--- src/rtl/ntt_ctrl_pkg.sv ---
// Shared types and sizing helpers for the NTT batch stream controller.
package ntt_ctrl_pkg;

  typedef enum logic [1:0] {
    IDLE   = 2'd0,
    PRIME  = 2'd1,
    STREAM = 2'd2,
    DRAIN  = 2'd3
  } state_e;

  // One spare counter bit so a full batch of 2^ADDR_W counts without wrapping.
  localparam int unsigned CNT_EXTRA_W = 1;

  function automatic int unsigned clog2(input int unsigned v);
    int unsigned r;
    r = 0;
    for (int unsigned i = 0; i < 32; i++) begin
      if ((64'd1 << i) < 64'(v)) r = i + 1;
    end
    return r;
  endfunction

  function automatic int unsigned addr_width(input int unsigned logn, input int unsigned logp);
    return logn + logp;
  endfunction

  function automatic int unsigned cnt_width(input int unsigned addr_w);
    return addr_w + CNT_EXTRA_W;
  endfunction

endpackage

--- src/rtl/bitreverse.sv ---
// Reverses the bit order of a W-bit index.
module bitreverse #(
  parameter int unsigned W = 8
) (
  input  logic [W-1:0] din,
  output logic [W-1:0] dout
);

  always_comb begin
    dout = '0;
    for (int i = 0; i < int'(W); i++) begin
      dout[i] = din[int'(W) - 1 - i];
    end
  end

endmodule

--- src/rtl/ntt_batch_stream_ctrl.sv ---
// Streams 1..2^LOGP polynomials from a coefficient BRAM through an external
// SDF NTT core and writes results back in natural or bit-reversed order.
module ntt_batch_stream_ctrl
  import ntt_ctrl_pkg::*;
#(
  parameter int unsigned LOGN        = 8,
  parameter int unsigned LOGQ        = 32,
  parameter int unsigned LOGP        = 2,
  parameter int unsigned START_DELAY = 10,
  parameter int unsigned BITREV_OUT  = 1,
  parameter int unsigned ADDR_W      = addr_width(LOGN, LOGP)
) (
  input  logic              clk,
  input  logic              rst,
  input  logic              start,
  input  logic              intt_in,
  input  logic [LOGP-1:0]   npoly_m1,
  output logic              busy,
  output logic              done,
  output logic              intt,
  output logic              rd_en,
  output logic [ADDR_W-1:0] rd_addr,
  input  logic [LOGQ-1:0]   rd_data,
  output logic              core_clr,
  output logic              core_start,
  output logic [LOGQ-1:0]   core_in,
  input  logic              core_valid,
  input  logic [LOGQ-1:0]   core_out,
  output logic              wea,
  output logic [ADDR_W-1:0] wr_addr,
  output logic [LOGQ-1:0]   wr_data
);

  localparam int unsigned CNT_W = cnt_width(ADDR_W);
  localparam int unsigned DLY_W = clog2(START_DELAY) + 1;

  state_e           state, state_nxt;
  logic [CNT_W-1:0] total_q, rd_cnt, wr_cnt;
  logic [DLY_W-1:0] dly_cnt;
  logic             accept, last_rd, last_wr, wr_fire;
  logic             busy_d, done_d, rd_en_d, core_clr_d, core_start_d;

  assign accept  = (state == IDLE) && start;
  assign last_rd = (state == STREAM) && (rd_cnt == total_q - CNT_W'(1));
  // Writes are gated by reset so an aborted batch never lands a partial write.
  assign wr_fire = busy && core_valid && (wr_cnt < total_q) && !rst;
  assign last_wr = (wr_cnt == total_q) || (wr_fire && (wr_cnt == total_q - CNT_W'(1)));

  assign wea     = wr_fire;
  assign core_in = rd_data;
  assign wr_data = core_out;
  assign rd_addr = rd_cnt[ADDR_W-1:0];

  // State register
  always_ff @(posedge clk) begin
    if (rst) state <= IDLE;
    else     state <= state_nxt;
  end

  // Next-state logic
  always_comb begin
    state_nxt = state;
    case (state)
      IDLE:    if (start) state_nxt = PRIME;
      PRIME:   if (dly_cnt == DLY_W'(START_DELAY - 1)) state_nxt = STREAM;
      STREAM:  if (last_rd) state_nxt = DRAIN;
      DRAIN:   if (last_wr) state_nxt = IDLE;
      default: state_nxt = IDLE;
    endcase
  end

  // Output decode on the upcoming state so the strobes come out of flops
  always_comb begin
    busy_d       = 1'b0;
    done_d       = 1'b0;
    rd_en_d      = 1'b0;
    core_clr_d   = 1'b0;
    core_start_d = 1'b0;
    busy_d       = (state_nxt != IDLE);
    rd_en_d      = (state_nxt == STREAM);
    core_start_d = (state_nxt == STREAM) || (state_nxt == DRAIN);
    core_clr_d   = (state == IDLE) && (state_nxt == PRIME);
    done_d       = (state == DRAIN) && (state_nxt == IDLE);
  end

  always_ff @(posedge clk) begin
    if (rst) begin
      busy       <= 1'b0;
      done       <= 1'b0;
      rd_en      <= 1'b0;
      core_clr   <= 1'b0;
      core_start <= 1'b0;
    end else begin
      busy       <= busy_d;
      done       <= done_d;
      rd_en      <= rd_en_d;
      core_clr   <= core_clr_d;
      core_start <= core_start_d;
    end
  end

  // Batch parameters and the delay/read/write counters
  always_ff @(posedge clk) begin
    if (rst) begin
      intt    <= 1'b0;
      total_q <= '0;
      rd_cnt  <= '0;
      wr_cnt  <= '0;
      dly_cnt <= '0;
    end else if (accept) begin
      intt    <= intt_in;
      total_q <= (CNT_W'(npoly_m1) + CNT_W'(1)) << LOGN;
      rd_cnt  <= '0;
      wr_cnt  <= '0;
      dly_cnt <= '0;
    end else begin
      if (state == PRIME)  dly_cnt <= dly_cnt + DLY_W'(1);
      if (state == STREAM) rd_cnt  <= rd_cnt + CNT_W'(1);
      if (wr_fire)         wr_cnt  <= wr_cnt + CNT_W'(1);
    end
  end

  // Bit reversal stays inside the low LOGN bits so the poly field is untouched.
  generate
    if (BITREV_OUT != 0) begin : g_bitrev
      logic [LOGN-1:0] idx_rev;
      bitreverse #(.W(LOGN)) u_bitreverse (
        .din  (wr_cnt[LOGN-1:0]),
        .dout (idx_rev)
      );
      assign wr_addr = {wr_cnt[ADDR_W-1:LOGN], idx_rev};
    end else begin : g_natural
      assign wr_addr = wr_cnt[ADDR_W-1:0];
    end
  endgenerate

endmodule

--- config.mk ---
export PLATFORM = sky130hd
export DESIGN_NAME = ntt_batch_stream_ctrl
export DESIGN_NICKNAME = d
export VERILOG_FILES = /design/src/rtl/ntt_ctrl_pkg.sv /design/src/rtl/bitreverse.sv /design/src/rtl/ntt_batch_stream_ctrl.sv
export SDC_FILE = /design/constraint.sdc
export NUM_CORES = 1
export LEC_CHECK = 0
export ABC_AREA = 1
export CAP_MARGIN = 20
export CORE_ASPECT_RATIO = 0.9
export CORE_MARGIN = 4
export CORE_UTILIZATION = 37
export CTS_CLUSTER_DIAMETER = 100
export DETAILED_ROUTE_END_ITERATION = 8
export HOLD_SLACK_MARGIN = 0.15
export MAX_ROUTING_LAYER = met4
export PLACE_DENSITY_LB_ADDON = 0.2
export SYNTH_ARGS = -nofsm -noshare
export SYNTH_HDL_FRONTEND = slang
export SYNTH_SLANG_ARGS = --single-unit
--- constraint.sdc ---
create_clock -name clk -period 1.8 [get_ports clk]
set_input_delay 0.36 -clock clk [delete_from_list [all_inputs] [get_ports clk]]
set_output_delay 0.36 -clock clk [all_outputs]
set_load 0.02 [all_outputs]
Yosys cells after proc, flatten, opt, wreduce, memory -nomap -nowiden --
Cells that the tools add are included.
Word-level totals: input bits 71, output and inout port bits 91, logic and storage cells 47, bits in registers 38
Cells by class: reductions and logical operators 15, equal/unequal tests 10, muxes and demuxes 5, order comparisons 1, add/subtract/negate cells 5
Operators by type and width (count):
- 11-bit equality test | 3
- 11-bit by 1-bit adder with 11-bit output, second input constant | 2
- 11-bit less-than comparator | 1
- 11-bit by 1-bit subtractor with 11-bit output, second input constant | 1
- 2-bit equality test, second input constant | 4
- 1-bit logical AND | 8
- 2-bit two-way mux | 4
- 2-bit one-hot mux with 4 select lines | 1
- 5-bit by 1-bit adder with 5-bit output, second input constant | 1
- 5-bit by 4-bit equality test with 1-bit output, second input constant | 1
- 2-bit by 1-bit equality test with 1-bit output, second input constant | 2
- 2-bit zero test | 2
- 2-bit by 1-bit adder with 3-bit output, second input constant | 1
- 1-bit logical OR | 2
- 2-bit nonzero test | 1
- 2-bit OR reduction | 1
- 1-bit zero test | 1

Logic depth before layout (Yosys ltp) --
Gate-level depths: netlist (run 1).
word-level depth 9, depth in mapped cells 12, gate-level depth less buffers 12

Modules after synthesis --
A second synthesis (run 1) with hierarchy kept.
Unflattened totals: cells, all modules 341, area total of the unflattened synthesis 2524.9 um^2
By module, submodules not included:
- ntt_batch_stream_ctrl | cells an instance 333, times used 1, area each 2464.9 um^2, sequential area each 760.7 um^2
- bitreverse | cells an instance 8, times used 1, area each 60.1 um^2, sequential area each 0.0 um^2

Worst setup path after synthesis (run 1) --
OpenSTA, ideal clock, no wires.
kind register to register, from register total_q[10], to register wr_cnt[4], arrival time 1.565 ns, buffers on the path 0, clock period less this slack 1.684 ns, stages on the path, launching flop included 11, path slack 0.116 ns, required time 1.681 ns, library setup time 0.119 ns, path through dfxtp_1 -> inv_1 -> ha_1 -> nand2_1 -> nor2_1 -> nor2_1 -> nand2_2 -> inv_1 -> nand3_1 -> o21ai_0 -> a21oi_1
On the way: longest elaborated chain between the ends 3
Ends and longest elaborated chain:
- start, declared | RTL line ntt_batch_stream_ctrl.sv:38 | logic [CNT_W-1:0] total_q, rd_cnt, wr_cnt;
- start signal, assigned | RTL line ntt_batch_stream_ctrl.sv:112 | total_q <= (CNT_W'(npoly_m1) + CNT_W'(1)) << LOGN;
- 11-bit less-than comparator | RTL line ntt_batch_stream_ctrl.sv:46 | assign wr_fire = busy && core_valid && (wr_cnt < total_q) && !rst;
- 1-bit logical AND (2 in series) | RTL line ntt_batch_stream_ctrl.sv:46
- named net wea | RTL line ntt_batch_stream_ctrl.sv:29 | output logic wea,
- end signal, assigned | RTL line ntt_batch_stream_ctrl.sv:119 | if (wr_fire) wr_cnt <= wr_cnt + CNT_W'(1);
- end, declared | RTL line ntt_batch_stream_ctrl.sv:38
The timed path passes the listed nets, and every way through them passes these cells. A chain may end at the register's enable or synchronous reset.

Worst setup path after layout (run 1) --
from register wr_cnt[2], to output wr_addr[5]
RTL lines:
- end, declared | RTL line ntt_batch_stream_ctrl.sv:30 | output logic [ADDR_W-1:0] wr_addr,
No word-level cell between the ends.

==> results of run 1 <==
-- logic make-up (layout without fill, tap and decap cells) --
group / Yosys count / in the layout / share of synthesized area
buffers and inverters: 126 / 103 / 0.3166
flip-flops: 38 / 38 / 0.3013
adder cells (fa/ha/maj): 10 / 10 / 0.04955
AND/OR/NAND/NOR: 127 / 127 / 0.2413
XOR/XNOR: 4 / 4 / 0.01388
AO/OA/AOI/OAI: 36 / 36 / 0.07731
-- power groups by stage --
| stage | Combinational [mW] | Sequential [mW] | Clock (mW) |
|---|---|---|---|
| after detailed placement | 0.172 | 0.886 | 0 |
| final | 0.183 | 0.866 | 0.698 |
| after CTS | 0.181 | 0.866 | 0.724 |
| after global placement | 0.171 | 0.886 | 0 |
| after global routing | 0.208 | 0.870 | 0.763 |
| after floorplan | 0.303 | 0.889 | 0 |
-- cells in the final DEF (no fill, tap or decap), types with 3 or more instances in the layout --
| master | Yosys | layout |
|---|---|---|
| nand3_1 | 15 | 15 |
| o21ai_0 | 14 | 14 |
| nand2_2 | 3 | 5 |
| inv_1 | 37 | 34 |
| nor3_1 | 8 | 8 |
| nor2_4 | 5 | 6 |
| inv_2 | 3 | 6 |
| clkdlybuf4s50_1 | 0 | 30 |
| ha_1 | 10 | 8 |
| a21oi_1 | 15 | 15 |
| dfxtp_1 | 38 | 35 |
| nand2_1 | 54 | 52 |
| clkbuf_8 | 0 | 8 |
| buf_4 | 85 | 22 |
| nor2_1 | 31 | 30 |
| dfxtp_2 | 0 | 3 |
-- layer usage --
layer / vias up / wire length [um] / part of all wire
li1: 944 / - / -
met1: 807 / 2335 / 0.50
met2: 46 / 1993 / 0.43
met3: 13 / 277 / 0.059
met4: 0 / 61 / 0.013
met5: - / 0 / 0
-- worst max-delay path by stage --
stage	startpoint	to	cells past startpoint	slack [ns]
finish	wr_cnt[2]	wr_addr[5]	1	0.07
global route	total_q[9]	busy	13	-0.04
CTS	total_q[9]	wea	8	0.02
detailed placement	rst	wea	7	-0.38
global placement	rst	wea	7	-0.39
floorplan	total_q[10]	wr_cnt[4]	10	0.12
-- final cells by class --
cell class | instances | area [um2] | area share
Clock buffer | 8 | 110.1 | 0.04159
Inverter | 40 | 150.1 | 0.05671
Multi-Input combinational cell | 177 | 1008 | 0.3809
Sequential cell | 38 | 764.5 | 0.2888
Tap cell | 90 | 112.6 | 0.04253
Timing Repair Buffer | 55 | 501.7 | 0.1895
-- state kept, by name (all words and copies together), names as in the netlist, 2 cells and up --
signal / flops
rd_cnt: 11
wr_cnt: 11
dly_cnt: 5
total_q: 3
state: 2
-- timing repair --
action / 4_1_cts / 5_1_grt
endpoints found under the setup margin: 1 / 14
gates resized for setup: 9 / 12
buffers inserted: 2 / 0
pin swaps: 3 / 5
==> impl_metrics.ini, run 1 <==
[run_status]
status = complete, no violations

[clock_network]
cts_tree = yes
worstSkewPairLatency_ns = 0.29
clk_pin_slew_ns = 0.08
postCtsHoldBufs = 0
cts.sinks = 38
cts-root-buf = clkbuf_8
numCtsBuffers = 5
clk_path_buf_depth = 2
cts_htree_levels = 2

[die]
die_w_um = 95.08
die_h_um = 86.37
rows = 28
die_area_um2 = 8212
ios = 162
coreArea_um2 = 6586
initial_core_util = 0.3834

[run]
drv_cap = 0

[sta]
relSlewSlack = 0.7613
worst_slew_pin_slew_ns = 0.3567
hold_viol = 0
period_share = 0.9591
rsz0062_at_grt = true
setup_violations = 0
setup_tns_ns = 0
final-max-slew-violation-count = 0
layout_min_cycle_time_ns = 1.726
setup_slack_ns = 0.07368
fmax_mhz = 579.3
hold_slack_ns = 0.4526
fin_skew_ns = 0.005776

[worst_setup_path]
critical-path-top-delay-family = buffers and inverters
crit_chain = clkdlybuf4s50_1
end_kind = primary output
rr_startpoint = total_q[9]
critical_path_buf_inv_count = 1
critPathSlowestCell = clkdlybuf4s50_1
cp_max_fo = 6
regToRegEndpoint = busy
cp-start-kind = flip-flop
required_ns = 1.44
rr_worst_depth = 12
crit_arrival_ns = 1.37
cpPeakStageDelay_ns = 0.65
worstSetupPathType = reg2out
r2r_slack_ns = 0.09

[synthesis]
synthTopCellsByArea = dfxtp_1, buf_4, nand2_1, inv_1, ha_1
yosys_warnings = 0
syn_area_per_cell_um2 = 7.404
netlist_top_cells_count = buf_4, nand2_1, dfxtp_1, inv_1, nor2_1
seq_area_frac_synth = 0.3013
yosys.cell_count.top_type = buf_4
synth.cell_area_um2 = 2525
synth_top_cell_by_area = dfxtp_1
ys_types = 31
synth_edf_count = 0
syn-num-nets = 422
synth_cells = 341
ys_ff_latch = 38
async_flop_share = 0
synth.top_cell.area_share = 0.3013
synth-main-ff-cell = dfxtp_1

[grt]
overflow = 0
busiest_layer = met2
grt_usage = 0.1272
grt_pass1_vias = 1841
grt_pass1_wl_um = 8121
antenna_found_initial = 0
globalRouteMet3Util = 0.03993
grt_max_degree = 15
use_met1 = 0.1693
grt_use_met2 = 0.1812

[min_path]
hp-class = reg2reg
min_from = dly_cnt[4]
whs_endpoint = dly_cnt[4]
min_path_cells = 1

[layout]
antennaDiodeCount = 0
final_cell_area_um2 = 2648
syn2layout_area_growth_pct = 4.856
postLayoutCoreUtil = 0.4020
fin_cells = 408
drive_gt1_frac = 0.1950
fillers = 715
nNetsFinal = 398

[drt]
vias = 1810
drc = 0
antenna_left = 0
wirelength_um = 4669
drt_first_pass_iters = 4
wire_per_inst_um = 11.44
drt-initial-drc-count = 54
viasPerCell = 4.436

[placement]
portBuffers = 33
dp_slack_ns = -0.3824
dpl.cell_count = 398
dp_hpwl_um = 3532
gp_congestion = 0.7826
postPlaceCellArea_um2 = 2469

[power]
p_int_mw = 1.328
p_seq_frac = 0.496
power_density_nw_per_um2 = 660.0
switching_share = 0.2402
fin_total_pwr_mw = 1.747
switching_power_mw = 0.4198
max-vdd-ir-drop_v = 0.0002386
pwr-share-clk = 0.399
p_leak_nw = 1.121
p_comb_frac = 0.105
No activity file was read; power rests on OpenSTA's default activity.
==> run 2, diff against run 1 <==
--- a/config.mk
+++ b/config.mk
@@ -5,7 +5,7 @@
 export SDC_FILE = /design/constraint.sdc
 export NUM_CORES = 1
 export LEC_CHECK = 0
-export ABC_AREA = 1
+export ABC_AREA = 0
 export CAP_MARGIN = 20
 export CORE_ASPECT_RATIO = 0.9
 export CORE_MARGIN = 4
@@ -15,6 +15,7 @@
 export HOLD_SLACK_MARGIN = 0.15
 export MAX_ROUTING_LAYER = met4
 export PLACE_DENSITY_LB_ADDON = 0.2
+export SKIP_CTS_REPAIR_TIMING = 1
 export SYNTH_ARGS = -nofsm -noshare
 export SYNTH_HDL_FRONTEND = slang
 export SYNTH_SLANG_ARGS = --single-unit
==> impl_metrics.ini, run 2 <==
[synthesis]
synth_top_family_by_area = buffers and inverters
synth_edf_count = 0
synth_cells = 283
ys_types = 41
netlist_top_cells_count = buf_4, dfxtp_1, nor2_1, xor2_1, nand2_1
synthAdderAreaFrac = 0.05056
synth_top_cell_by_area = dfxtp_1
synthMuxAreaShare = 0.004044
synth.top_cell.area_share = 0.3074
yosys.cell_count.top_type = buf_4
syn-num-nets = 364
synthTopCellsByArea = dfxtp_1, buf_4, xor2_1, ha_1, nor2_1
yosys_warnings = 0
synth-main-ff-cell = dfxtp_1
async_flop_share = 0
synth.cell_area_um2 = 2475
synth-xor-area-share = 0.1062
yosys.area_share.simple = 0.1901
syn_area_per_cell_um2 = 8.745
synth_compound_area_frac = 0.06016
ys_ff_latch = 38
seq_area_frac_synth = 0.3074

[placement]
dp_slack_ns = -0.3610
postPlaceCellArea_um2 = 2424
gp_congestion = 0.7573
dp_hpwl_um = 3564
portBuffers = 33
dpl.cell_count = 334

[sta]
hold_viol = 0
period_share = 1.006
relSlewSlack = 0.6794
setup_slack_ns = -0.01003
hold_slack_ns = 0.4979
fin_skew_ns = 0.003794
worst_slew_pin_slew_ns = 0.4799
layout_min_cycle_time_ns = 1.810
setup_violations = 1
final-max-slew-violation-count = 0
rsz0062_at_grt = true
fmax_mhz = 552.5
setup_tns_ns = -0.01003

[drt]
drc = 0
wirelength_um = 4650
vias = 1595
drt-initial-drc-count = 42
antenna_left = 0
drt_first_pass_iters = 4
viasPerCell = 4.583
wire_per_inst_um = 13.36

[min_path]
hp-class = reg2reg

[clock_network]
cts.sinks = 38
clk_path_buf_depth = 2
cts_htree_levels = 2
numCtsBuffers = 5
worstSkewPairLatency_ns = 0.28
clk_pin_slew_ns = 0.07
cts_tree = yes
cts-root-buf = clkbuf_8

[grt]
overflow = 0
grt_pass1_vias = 1516
antenna_found_initial = 0
grt_max_degree = 17
grt_usage = 0.1196
grt_pass1_wl_um = 7383

[layout]
drive_gt1_frac = 0.2031
fin_cells = 348
layout_commonest_cell = dfxtp_1
top_regs = rd_cnt x11, wr_cnt x11, dly_cnt x5
most-common-layout-cells = dfxtp_1, clkdlybuf4s50_1, nor2_1, buf_4, xor2_1
postLayoutCoreUtil = 0.4112
nNetsFinal = 343
antennaDiodeCount = 0
final_cell_area_um2 = 2597
syn2layout_area_growth_pct = 4.954

[run_status]
violations = negative setup slack
status = complete, but fails checks

[power]
p_leak_nw = 1.018
fin_total_pwr_mw = 1.643
power_density_nw_per_um2 = 632.4
max-vdd-ir-drop_v = 0.0002044

[die]
coreArea_um2 = 6317
die_area_um2 = 8063
die_h_um = 85.59
initial_core_util = 0.3918
rows = 27
die_w_um = 94.21
ios = 162

[run]
drv_cap = 0

[worst_setup_path]
cp-start-kind = flip-flop
worstSetupPathType = reg2out
end_kind = primary output
required_ns = 1.44
cp_max_fo = 2
crit_arrival_ns = 1.45
==> run 2: routing by layer <==
layer  global-route usage  wire length [um]
met5                    -                 0
met4              0.09449               233
met3              0.02281               345
met2               0.1585              1825
met1               0.1564              2245
==> run 2: cell type report <==
| cell class | count | area (um2) |
|---|---|---|
| Tap cell | 87 | 108.9 |
| Fill cell | 669 | 3720 |
| Clock buffer | 6 | 82.58 |
| Sequential cell | 38 | 763.2 |
| Multi-Input combinational cell | 144 | 1037 |
| Timing Repair Buffer | 64 | 571.8 |
| Inverter | 9 | 33.78 |
==> run 2: worst max-delay path: stages, from the launching register on <==
cell     delay [ns]
dfxtp_2        0.32
inv_2          0.06
ha_4           0.20
nor2b_4        0.12
o21ai_2        0.17
nand2_1        0.10
inv_1          0.08
buf_6          0.11
==> run 2: worst paths after layout <==
check	from	end	slack, ns	depth (start not counted)
worst min-delay path	intt	intt	0.50	1
worst max register to register	total_q[9]	busy	0	8
worst min register to register	intt	intt	0.50	1
worst max-delay path	total_q[9]	wea	-0.01	7
==> run 2: kinds of logic (layout without fill, tap and decap cells) <==
group	after synthesis	count (layout)
adder cells (fa/ha/maj)	10	10
flip-flops	38	38
multiplexers	1	1
buffers and inverters	101	79
AND/OR/NAND/NOR	84	84
XOR/XNOR	30	30
AO/OA/AOI/OAI	19	19
==> run 2: power breakdown <==
part	internal, mW	leakage, nW	switching (mW)
sequential	0.854	0.309	0.0113
combinational	0.102	0.667	0.101
clock	0.295	0.0431	0.279
total	1.25	1.02	0.391
==> run 3, diff against run 2 <==
--- a/config.mk
+++ b/config.mk
@@ -6,14 +6,12 @@
 export NUM_CORES = 1
 export LEC_CHECK = 0
 export ABC_AREA = 0
-export CAP_MARGIN = 20
 export CORE_ASPECT_RATIO = 0.9
 export CORE_MARGIN = 4
 export CORE_UTILIZATION = 37
 export CTS_CLUSTER_DIAMETER = 100
 export DETAILED_ROUTE_END_ITERATION = 8
 export HOLD_SLACK_MARGIN = 0.15
-export MAX_ROUTING_LAYER = met4
 export PLACE_DENSITY_LB_ADDON = 0.2
 export SKIP_CTS_REPAIR_TIMING = 1
 export SYNTH_ARGS = -nofsm -noshare
==> impl_metrics.ini, run 3 (synthesized netlist as in run 2, its figures left out) <==
[drt]
wirelength_um = 4650
drt-initial-drc-count = 42
viasPerCell = 4.583
drt_first_pass_iters = 4
drc = 0
antenna_left = 0
wire_per_inst_um = 13.36
vias = 1595

[die]
rows = 27
die_area_um2 = 8063
coreArea_um2 = 6317
initial_core_util = 0.3918
die_w_um = 94.21
ios = 162
die_h_um = 85.59

[clock_network]
cts.sinks = 38
cts_tree = yes
numCtsBuffers = 5
clk_pin_slew_ns = 0.07
worstSkewPairLatency_ns = 0.28
clk_path_buf_depth = 2
cts_htree_levels = 2
cts-root-buf = clkbuf_8

[grt]
antenna_found_initial = 0
overflow = 0
grt_usage = 0.1162
grt_pass1_vias = 1513
grt_pass1_wl_um = 7383
grt_max_degree = 17

[sta]
setup_slack_ns = -0.01003
layout_min_cycle_time_ns = 1.810
final-max-slew-violation-count = 0
fmax_mhz = 552.5
fin_skew_ns = 0.003794
setup_violations = 1
hold_viol = 0
worst_slew_pin_slew_ns = 0.4799
period_share = 1.006
relSlewSlack = 0.6794
rsz0062_at_grt = true

[worst_setup_path]
critPathLaunch = total_q[9]
cp_max_fo = 2
crit_arrival_ns = 1.45
rr_startpoint = total_q[9]
end_kind = primary output
required_ns = 1.44
cp-start-kind = flip-flop
worstSetupPathType = reg2out

[layout]
fin_cells = 348
final_cell_area_um2 = 2597
fillers = 669
antennaDiodeCount = 0
most-common-layout-cells = dfxtp_1, clkdlybuf4s50_1, nor2_1, buf_4, xor2_1
postLayoutCoreUtil = 0.4112
layout_commonest_cell = dfxtp_1
nNetsFinal = 343
top_regs = rd_cnt x11, wr_cnt x11, dly_cnt x5
syn2layout_area_growth_pct = 4.954
drive_gt1_frac = 0.2031

[min_path]
hp-class = reg2reg
min_from = intt

[power]
power_density_nw_per_um2 = 632.4
max-vdd-ir-drop_v = 0.0002044
p_leak_nw = 1.018

[placement]
gp_congestion = 0.7478
dpl.cell_count = 334
dp_hpwl_um = 3564
postPlaceCellArea_um2 = 2424
portBuffers = 33

[run_status]
status = complete, but fails checks
violations = negative setup slack

[run]
drv_cap = 0
run 3: cell counts in the layout (fill, tap and decap cells not counted):
No cell type changed its count.
run 3: area by class of cell:
class                      instances  area [um2]  area share
timing repair buffer              64       571.8      0.2201
tap                               87       108.9     0.04191
sequential                        38       763.2      0.2938
clock buffer                       6       82.58     0.03179
inverter                           9       33.78     0.01301
multi-input combinational        144        1037      0.3993
run 3: report_power, final:
group          switching (mW)  internal (mW)
registers              0.0113          0.854
clock network           0.279          0.295
logic                   0.101          0.102
total                   0.391           1.25
run 3: worst paths after layout:
check	slack (ns)	end	depth (start not counted)
worst max-delay path	-0.01	wea	7
worst min-delay path	0.50	intt	1
worst max register to register	0	busy	8
worst min register to register	0.50	intt	1
run 3: per-stage QoR:
step | TNS [ns] | worst slack [ns] | hold WS [ns] | power, mW
CTS | -0.5974 | -0.5468 | 0.5016 | 1.643
global placement | -0.9377 | -0.3637 | 0.4788 | 1.056
global route | -0.4487 | -0.1057 | 0.5350 | 1.720
finish | -0.01003 | -0.01003 | 0.4979 | 1.643
floorplan | 0 | 0.03011 | 0.4543 | 1.195
detailed placement | -0.9095 | -0.3610 | 0.4720 | 1.056
run 3: per-layer routing:
metal,up-vias,share of wire,wire length (um),track usage
li1,793,-,-,-
met5,-,0,0,0
met2,54,0.39,1825,0.1585
met4,0,0.050,233,0.09449
met1,712,0.49,2262,0.1574
met3,36,0.070,327,0.02105
run 3: worst max-delay path, cell delays in order, from the launching register on:
cell and delay (ns):
dfxtp_2 0.32, inv_2 0.06, ha_4 0.20, nor2b_4 0.12, o21ai_2 0.17, nand2_1 0.10, inv_1 0.08, buf_6 0.11
